**config.mk**
```make
export PLATFORM = sky130hd
export DESIGN_NAME = pipeline_hazard_controller
export DESIGN_NICKNAME = d
export VERILOG_FILES = /design/src/rtl/pipeline_hazard_controller.sv
export SDC_FILE = /design/constraint.sdc
export NUM_CORES = 1
export LEC_CHECK = 0
export BUFFER_PORTS_ARGS = -buffer_cell sky130_fd_sc_hd__buf_2
export CAP_MARGIN = 30
export CORE_UTILIZATION = 45
export DETAILED_ROUTE_END_ITERATION = 12
export PLACE_DENSITY = 0.78
export SYNTH_ARGS = -nofsm -noshare
export SYNTH_HDL_FRONTEND = slang
export SYNTH_SLANG_ARGS = --single-unit
```
**constraint.sdc**
```tcl
create_clock -name clk -period 5.38 [get_ports clk]
set_input_delay 0.538 -clock clk [delete_from_list [all_inputs] [get_ports clk]]
set_output_delay 0.538 -clock clk [all_outputs]
set_load 0.03 [all_outputs]
```
**src/rtl/pipeline_hazard_controller.sv**
```systemverilog
// Pipeline hazard controller: stall/flush, PC write-enable and redirect for a 4-stage register chain.
// Optional perf counters are enabled by defining HAZARD_PERF_COUNT_EN.
module pipeline_hazard_controller #(
   parameter int unsigned PC_W  = 16,
   parameter int unsigned CNT_W = 16
) (
   input  logic            clk,
   input  logic            reset_n,
   input  logic [1:0]      rs_ID,
   input  logic [1:0]      rt_ID,
   input  logic            use_rs_ID,
   input  logic            use_rt_ID,
   input  logic            d_readM_EX,
   input  logic            RegWrite_EX,
   input  logic [1:0]      write_reg_addr_EX,
   input  logic            mispredict_EX,
   input  logic [PC_W-1:0] correct_pc_EX,
   input  logic            jump_ID,
   input  logic [PC_W-1:0] jump_target_ID,
   input  logic            i_mem_busy,
   input  logic            d_mem_busy,
   input  logic            is_halted_WB,
   output logic            stall_IF_ID,
   output logic            stall_ID_EX,
   output logic            stall_EX_MEM,
   output logic            stall_MEM_WB,
   output logic            flush_IF_ID,
   output logic            flush_ID_EX,
   output logic            flush_EX_MEM,
   output logic            pc_write,
   output logic            pc_redirect,
   output logic [PC_W-1:0] redirect_pc,
   output logic            halted
`ifdef HAZARD_PERF_COUNT_EN
   ,
   output logic [CNT_W-1:0] stall_cycles,
   output logic [CNT_W-1:0] flush_events
`endif
);

   localparam logic [1:0] S_RUN    = 2'd0;
   localparam logic [1:0] S_DWAIT  = 2'd1;
   localparam logic [1:0] S_IDRAIN = 2'd2;
   localparam logic [1:0] S_HALT   = 2'd3;

   logic [1:0]      state_q, state_d;
   logic [PC_W-1:0] redirect_pc_q, redirect_pc_d;
   logic            halted_q, halted_d;
   logic [PC_W-1:0] target;
   logic            take_redirect;
   logic            redirect_now;
   logic            load_use;

   assign load_use = d_readM_EX & RegWrite_EX &
                     ((use_rs_ID & (rs_ID == write_reg_addr_EX)) |
                      (use_rt_ID & (rt_ID == write_reg_addr_EX)));

   // Next-state and control decode; everything is forced quiet while reset is held
   always_comb begin
      state_d       = state_q;
      redirect_pc_d = redirect_pc_q;
      halted_d      = halted_q;
      target        = redirect_pc_q;
      take_redirect = 1'b0;
      redirect_now  = 1'b0;
      stall_IF_ID   = 1'b0;
      stall_ID_EX   = 1'b0;
      stall_EX_MEM  = 1'b0;
      stall_MEM_WB  = 1'b0;
      flush_IF_ID   = 1'b0;
      flush_ID_EX   = 1'b0;
      flush_EX_MEM  = 1'b0;
      pc_write      = 1'b0;
      pc_redirect   = 1'b0;
      if (reset_n) begin
         case (state_q)
            S_RUN, S_DWAIT: begin
               if (is_halted_WB) begin
                  {stall_IF_ID, stall_ID_EX, stall_EX_MEM, stall_MEM_WB} = 4'b1111;
                  state_d  = S_HALT;
                  halted_d = 1'b1;
               end else if (d_mem_busy) begin
                  {stall_IF_ID, stall_ID_EX, stall_EX_MEM, stall_MEM_WB} = 4'b1111;
                  state_d = S_DWAIT;
               end else begin
                  state_d = S_RUN;
                  if (mispredict_EX) begin
                     flush_IF_ID   = 1'b1;
                     flush_ID_EX   = 1'b1;
                     target        = correct_pc_EX;
                     take_redirect = 1'b1;
                  end else if (load_use) begin
                     stall_IF_ID = 1'b1;
                     flush_ID_EX = 1'b1;
                  end else if (jump_ID) begin
                     flush_IF_ID   = 1'b1;
                     target        = jump_target_ID;
                     take_redirect = 1'b1;
                  end else if (i_mem_busy) begin
                     flush_IF_ID = 1'b1;
                  end else begin
                     pc_write = 1'b1;
                  end
                  // Redirect now if fetch is idle, otherwise park the target until it drains
                  if (take_redirect) begin
                     redirect_pc_d = target;
                     if (!i_mem_busy) begin
                        pc_write     = 1'b1;
                        pc_redirect  = 1'b1;
                        redirect_now = 1'b1;
                     end else begin
                        state_d = S_IDRAIN;
                     end
                  end
               end
            end
            S_IDRAIN: begin
               if (is_halted_WB) begin
                  {stall_IF_ID, stall_ID_EX, stall_EX_MEM, stall_MEM_WB} = 4'b1111;
                  state_d  = S_HALT;
                  halted_d = 1'b1;
               end else if (d_mem_busy) begin
                  {stall_IF_ID, stall_ID_EX, stall_EX_MEM, stall_MEM_WB} = 4'b1111;
               end else begin
                  flush_IF_ID = 1'b1;
                  if (mispredict_EX) begin
                     flush_ID_EX   = 1'b1;
                     target        = correct_pc_EX;
                     redirect_pc_d = correct_pc_EX;
                  end
                  if (!i_mem_busy) begin
                     pc_write     = 1'b1;
                     pc_redirect  = 1'b1;
                     redirect_now = 1'b1;
                     state_d      = S_RUN;
                  end
               end
            end
            S_HALT: begin
               {stall_IF_ID, stall_ID_EX, stall_EX_MEM, stall_MEM_WB} = 4'b1111;
            end
            default: state_d = S_RUN;
         endcase
      end
   end

   assign redirect_pc = redirect_now ? target : redirect_pc_q;
   assign halted      = halted_q;

   always_ff @(posedge clk or negedge reset_n) begin
      if (!reset_n) begin
         state_q       <= S_RUN;
         redirect_pc_q <= '0;
         halted_q      <= 1'b0;
      end else begin
         state_q       <= state_d;
         redirect_pc_q <= redirect_pc_d;
         halted_q      <= halted_d;
      end
   end

`ifdef HAZARD_PERF_COUNT_EN
   logic [CNT_W-1:0] stall_cycles_q, stall_cycles_d;
   logic [CNT_W-1:0] flush_events_q, flush_events_d;

   // Saturating event counters
   always_comb begin
      stall_cycles_d = stall_cycles_q;
      flush_events_d = flush_events_q;
      if (!pc_write && (state_q != S_HALT) && (stall_cycles_q != {CNT_W{1'b1}}))
         stall_cycles_d = stall_cycles_q + CNT_W'(1);
      if ((flush_IF_ID || flush_ID_EX) && (flush_events_q != {CNT_W{1'b1}}))
         flush_events_d = flush_events_q + CNT_W'(1);
   end

   always_ff @(posedge clk or negedge reset_n) begin
      if (!reset_n) begin
         stall_cycles_q <= '0;
         flush_events_q <= '0;
      end else begin
         stall_cycles_q <= stall_cycles_d;
         flush_events_q <= flush_events_d;
      end
   end

   assign stall_cycles = stall_cycles_q;
   assign flush_events = flush_events_q;
`else
   logic [CNT_W-1:0] unused_cnt_w;
   assign unused_cnt_w = '0;
`endif

endmodule

```
==> metrics.md <==
| Metric | Value |
|---|---|
| CTS tree | `done` |
| Drt drc | `0` |
| Slowest library cell on the worst path | `nor3_1` |
| CTS root buffer | `clkbuf_8` |
| Arrival time worst endpoint | `2860 ps` |
| Hold_buf cts | `0` |
| Drt first pass iters | `5` |
| Max cap viols | `0` |
| Yosys top cell by area | `dfrtp_1` |
| Mapped Nets | `324` |
| Max VDD drop | `182.2 µV` |
| Worst path required time | `4840 ps` |
| Final period util | `0.6317` |
| GRT Util Overall | `0.2729` |
| Clock Skews | `2.411 ps` |
| Cell mode on critical path | `buf_2` |
| Antenna Nets Post-Route | `0` |
| Synthesis-to-finish area growth | `18.96%` |
| Initial antenna violation count | `0` |
| Worst path max stage delay | `440 ps` |
| Top-count cell post-synth | `nand2_1` |
| CTS Buffer Depth | `2` |
| Layout net count | `382` |
| Die ar. | `4760 µm²` |
| CTS resizes | `0` |
| Area of the multi-input gates | `1369 µm²` |
| Endpoints failing setup | `0` |
| Yosys cell types | `55` |
| Post-synthesis cell count | `275` |
| Yosys warns | `0` |
| Hold Violations, Final | `0` |
| # Post-CTS Setup Buffers | `0` |
| Top-Level Pins | `75` |
| Mapped Area | `2019 µm²` |
| Hold slack | `321.7 ps` |
| Antenna Cells | `0` |
| Pleak | `1.116 nW` |
| Die height | `68.99 µm` |
| Synth cell count leaders | `31 x nand2_1, 29 x a21oi_1, 19 x dfrtp_1, 19 x o21ai_0, 18 x inv_1` |
| Storage cell area | `475.5 µm²` |
| GPL Wtd Cong | `0.8896` |
| Crit-path cells | `buf_2, buf_4, a21bo_4, nor3_1, a22oi_4, nor2_2, o221ai_1, buf_2` |
| Vias in the first global route | `2,114` |
| Routed wire length | `6.154 mm` |
| Number of CTS-inserted buffers | `3` |
| Power Density | `387.1 nW/µm²` |
| Dpl cells | `378` |
| Number of core rows | `23` |
| Clk slew on worst S/H paths | `80 ps` |
| # clock sinks | `19` |
| Fillers | `392` |
| Clock Latency Late Sink | `260 ps` |
| Syn_area_per_cell | `7.343 µm²` |
| Setup crit end kind | `output pin` |
| Fmax | `294.2 MHz` |
| Top cells by area, synth | `dfrtp_1 24%, a21oi_1 7.2%, o221ai_1 6.9%` |
| Cell area after placement | `2356 µm²` |
| Worst Path Max Fanout | `49` |
| Synth Register Bits | `19` |
| Fin. max-slew vios | `0` |
| Synth top area share | `0.2354` |
| Largest net degree at the start of global routing | `50` |
| Htree depth | `1` |
| Via count | `2,348` |
| Type of the most critical hold path | `input pin to async pin` |
| Iteration-0 DRC Markers | `204` |
| Ys async rst share | `1.000` |
| Final global-route overflow total | `0` |
| RSZ-0062 raised after global routing | `no` |
| Final std cells w/o fill | `382` |
| Post-route design area | `2402 µm²` |
| Post-synth EDFFs | `0` |
| Kind of critical path | `input pin to output pin` |
| Wire per inst | `16.11 µm` |
| DP HPWL | `4.463 mm` |
| Register area share after synthesis | `0.2354` |
| Startpoint types | `input pin` |
| Relative max-transition margin | `0.4851` |
| Share of layout cells above drive strength 1 | `0.2801` |
| First-pass GRT wire length | `9.804 mm` |
| Initial Utilization | `0.4873` |
| Core area | `4144 µm²` |
| Die width | `68.99 µm` |
| PortBufs | `73` |
| Outcome | `complete, no violations` |
| Post-layout minimum cycle time | `3399 ps` |
| Worst-margin pin slew | `772.3 ps` |
| Most used DFF post-synth | `dfrtp_1` |
| Via density | `6.147` |
| Worst r2r path cells | `5` |
| Post-Route Setup TNS | `0 ps` |
## metal layers
metal  part of all wire  global-route usage  vias up
met3              0.065             0.02796        2
met2               0.47              0.4648      109
li1                   -                   -     1140
met4             0.0026             0.06378        0
met5                  0                   0        -
met1               0.46              0.3678     1097
## flip-flops by register name (all words and copies together) (netlist names)
name           flops
state_q            2
redirect_pc_q     16
halted             1
## worst paths after layout
check / start / end / slack (ps)
setup / recovery: reset_n / redirect_pc[12] / 1980
setup reg to reg: state_q[1] / redirect_pc_q[12] / 3140
min in group clk: halted / halted / 470
max in group asynchronous: reset_n / redirect_pc_q[4] / 4700
hold / removal: reset_n / redirect_pc_q[11] / 320
hold reg to reg: halted / halted / 470
## layout make-up
type	count	share of cell area
Multi-Input combinational cell	216	0.5698
Clock buffer	3	0.01719
Inverter	19	0.03177
Sequential cell	19	0.1979
Tap cell	50	0.02604
Clock inverter	1	0.002083
Timing Repair Buffer	74	0.1552
## power breakdown
group / total (mW) / switching, mW / internal, mW
sequential: 0.270 / 0.0717 / 0.198
clock: 0.103 / 0.0511 / 0.0515
combinational: 0.557 / 0.345 / 0.212
total: 0.930 / 0.468 / 0.462
## cell families after synthesis
| family | count (synthesis) | synth area share |
|---|---|---|
| other cells | 1 | 0.001857 |
| simple gates | 93 | 0.2361 |
| flops | 19 | 0.2354 |
| compound gates | 116 | 0.4114 |
| xor+xnor | 4 | 0.01735 |
| mux | 2 | 0.01115 |
| buf+inv | 40 | 0.08673 |
## worst max-delay path, delay by kind of cell
family | cells | cell delay (ps)
simple gates | 2 | 860
buf+inv | 3 | 700
compound gates | 3 | 730
## through the flow
step	setup slack [ps]	power, mW	utilization
CTS	2006	0.9232	0.5797
global route	1790	0.9954	0.5797
detailed placement	2016	0.8209	0.5685
floorplan	2562	0.6816	-
global placement	2107	0.8069	0.5685
finish	1982	0.9300	0.5797
## cell usage in the layout (no fill, tap or decap), types with 4 or more instances in the layout
cell type	count
o21ai_0	19
nand2_1	31
nor2b_1	4
o22ai_1	8
and2_1	4
buf_2	73
a22o_1	5
dfrtp_1	19
a21oi_1	29
nor2_1	16
o31a_1	5
nand3_1	13
o221ai_1	16
nor3_1	4
and3_1	6
a221o_1	5
o32a_1	5
inv_1	18
o21a_1	5
(Power assumes the default switching activity.)
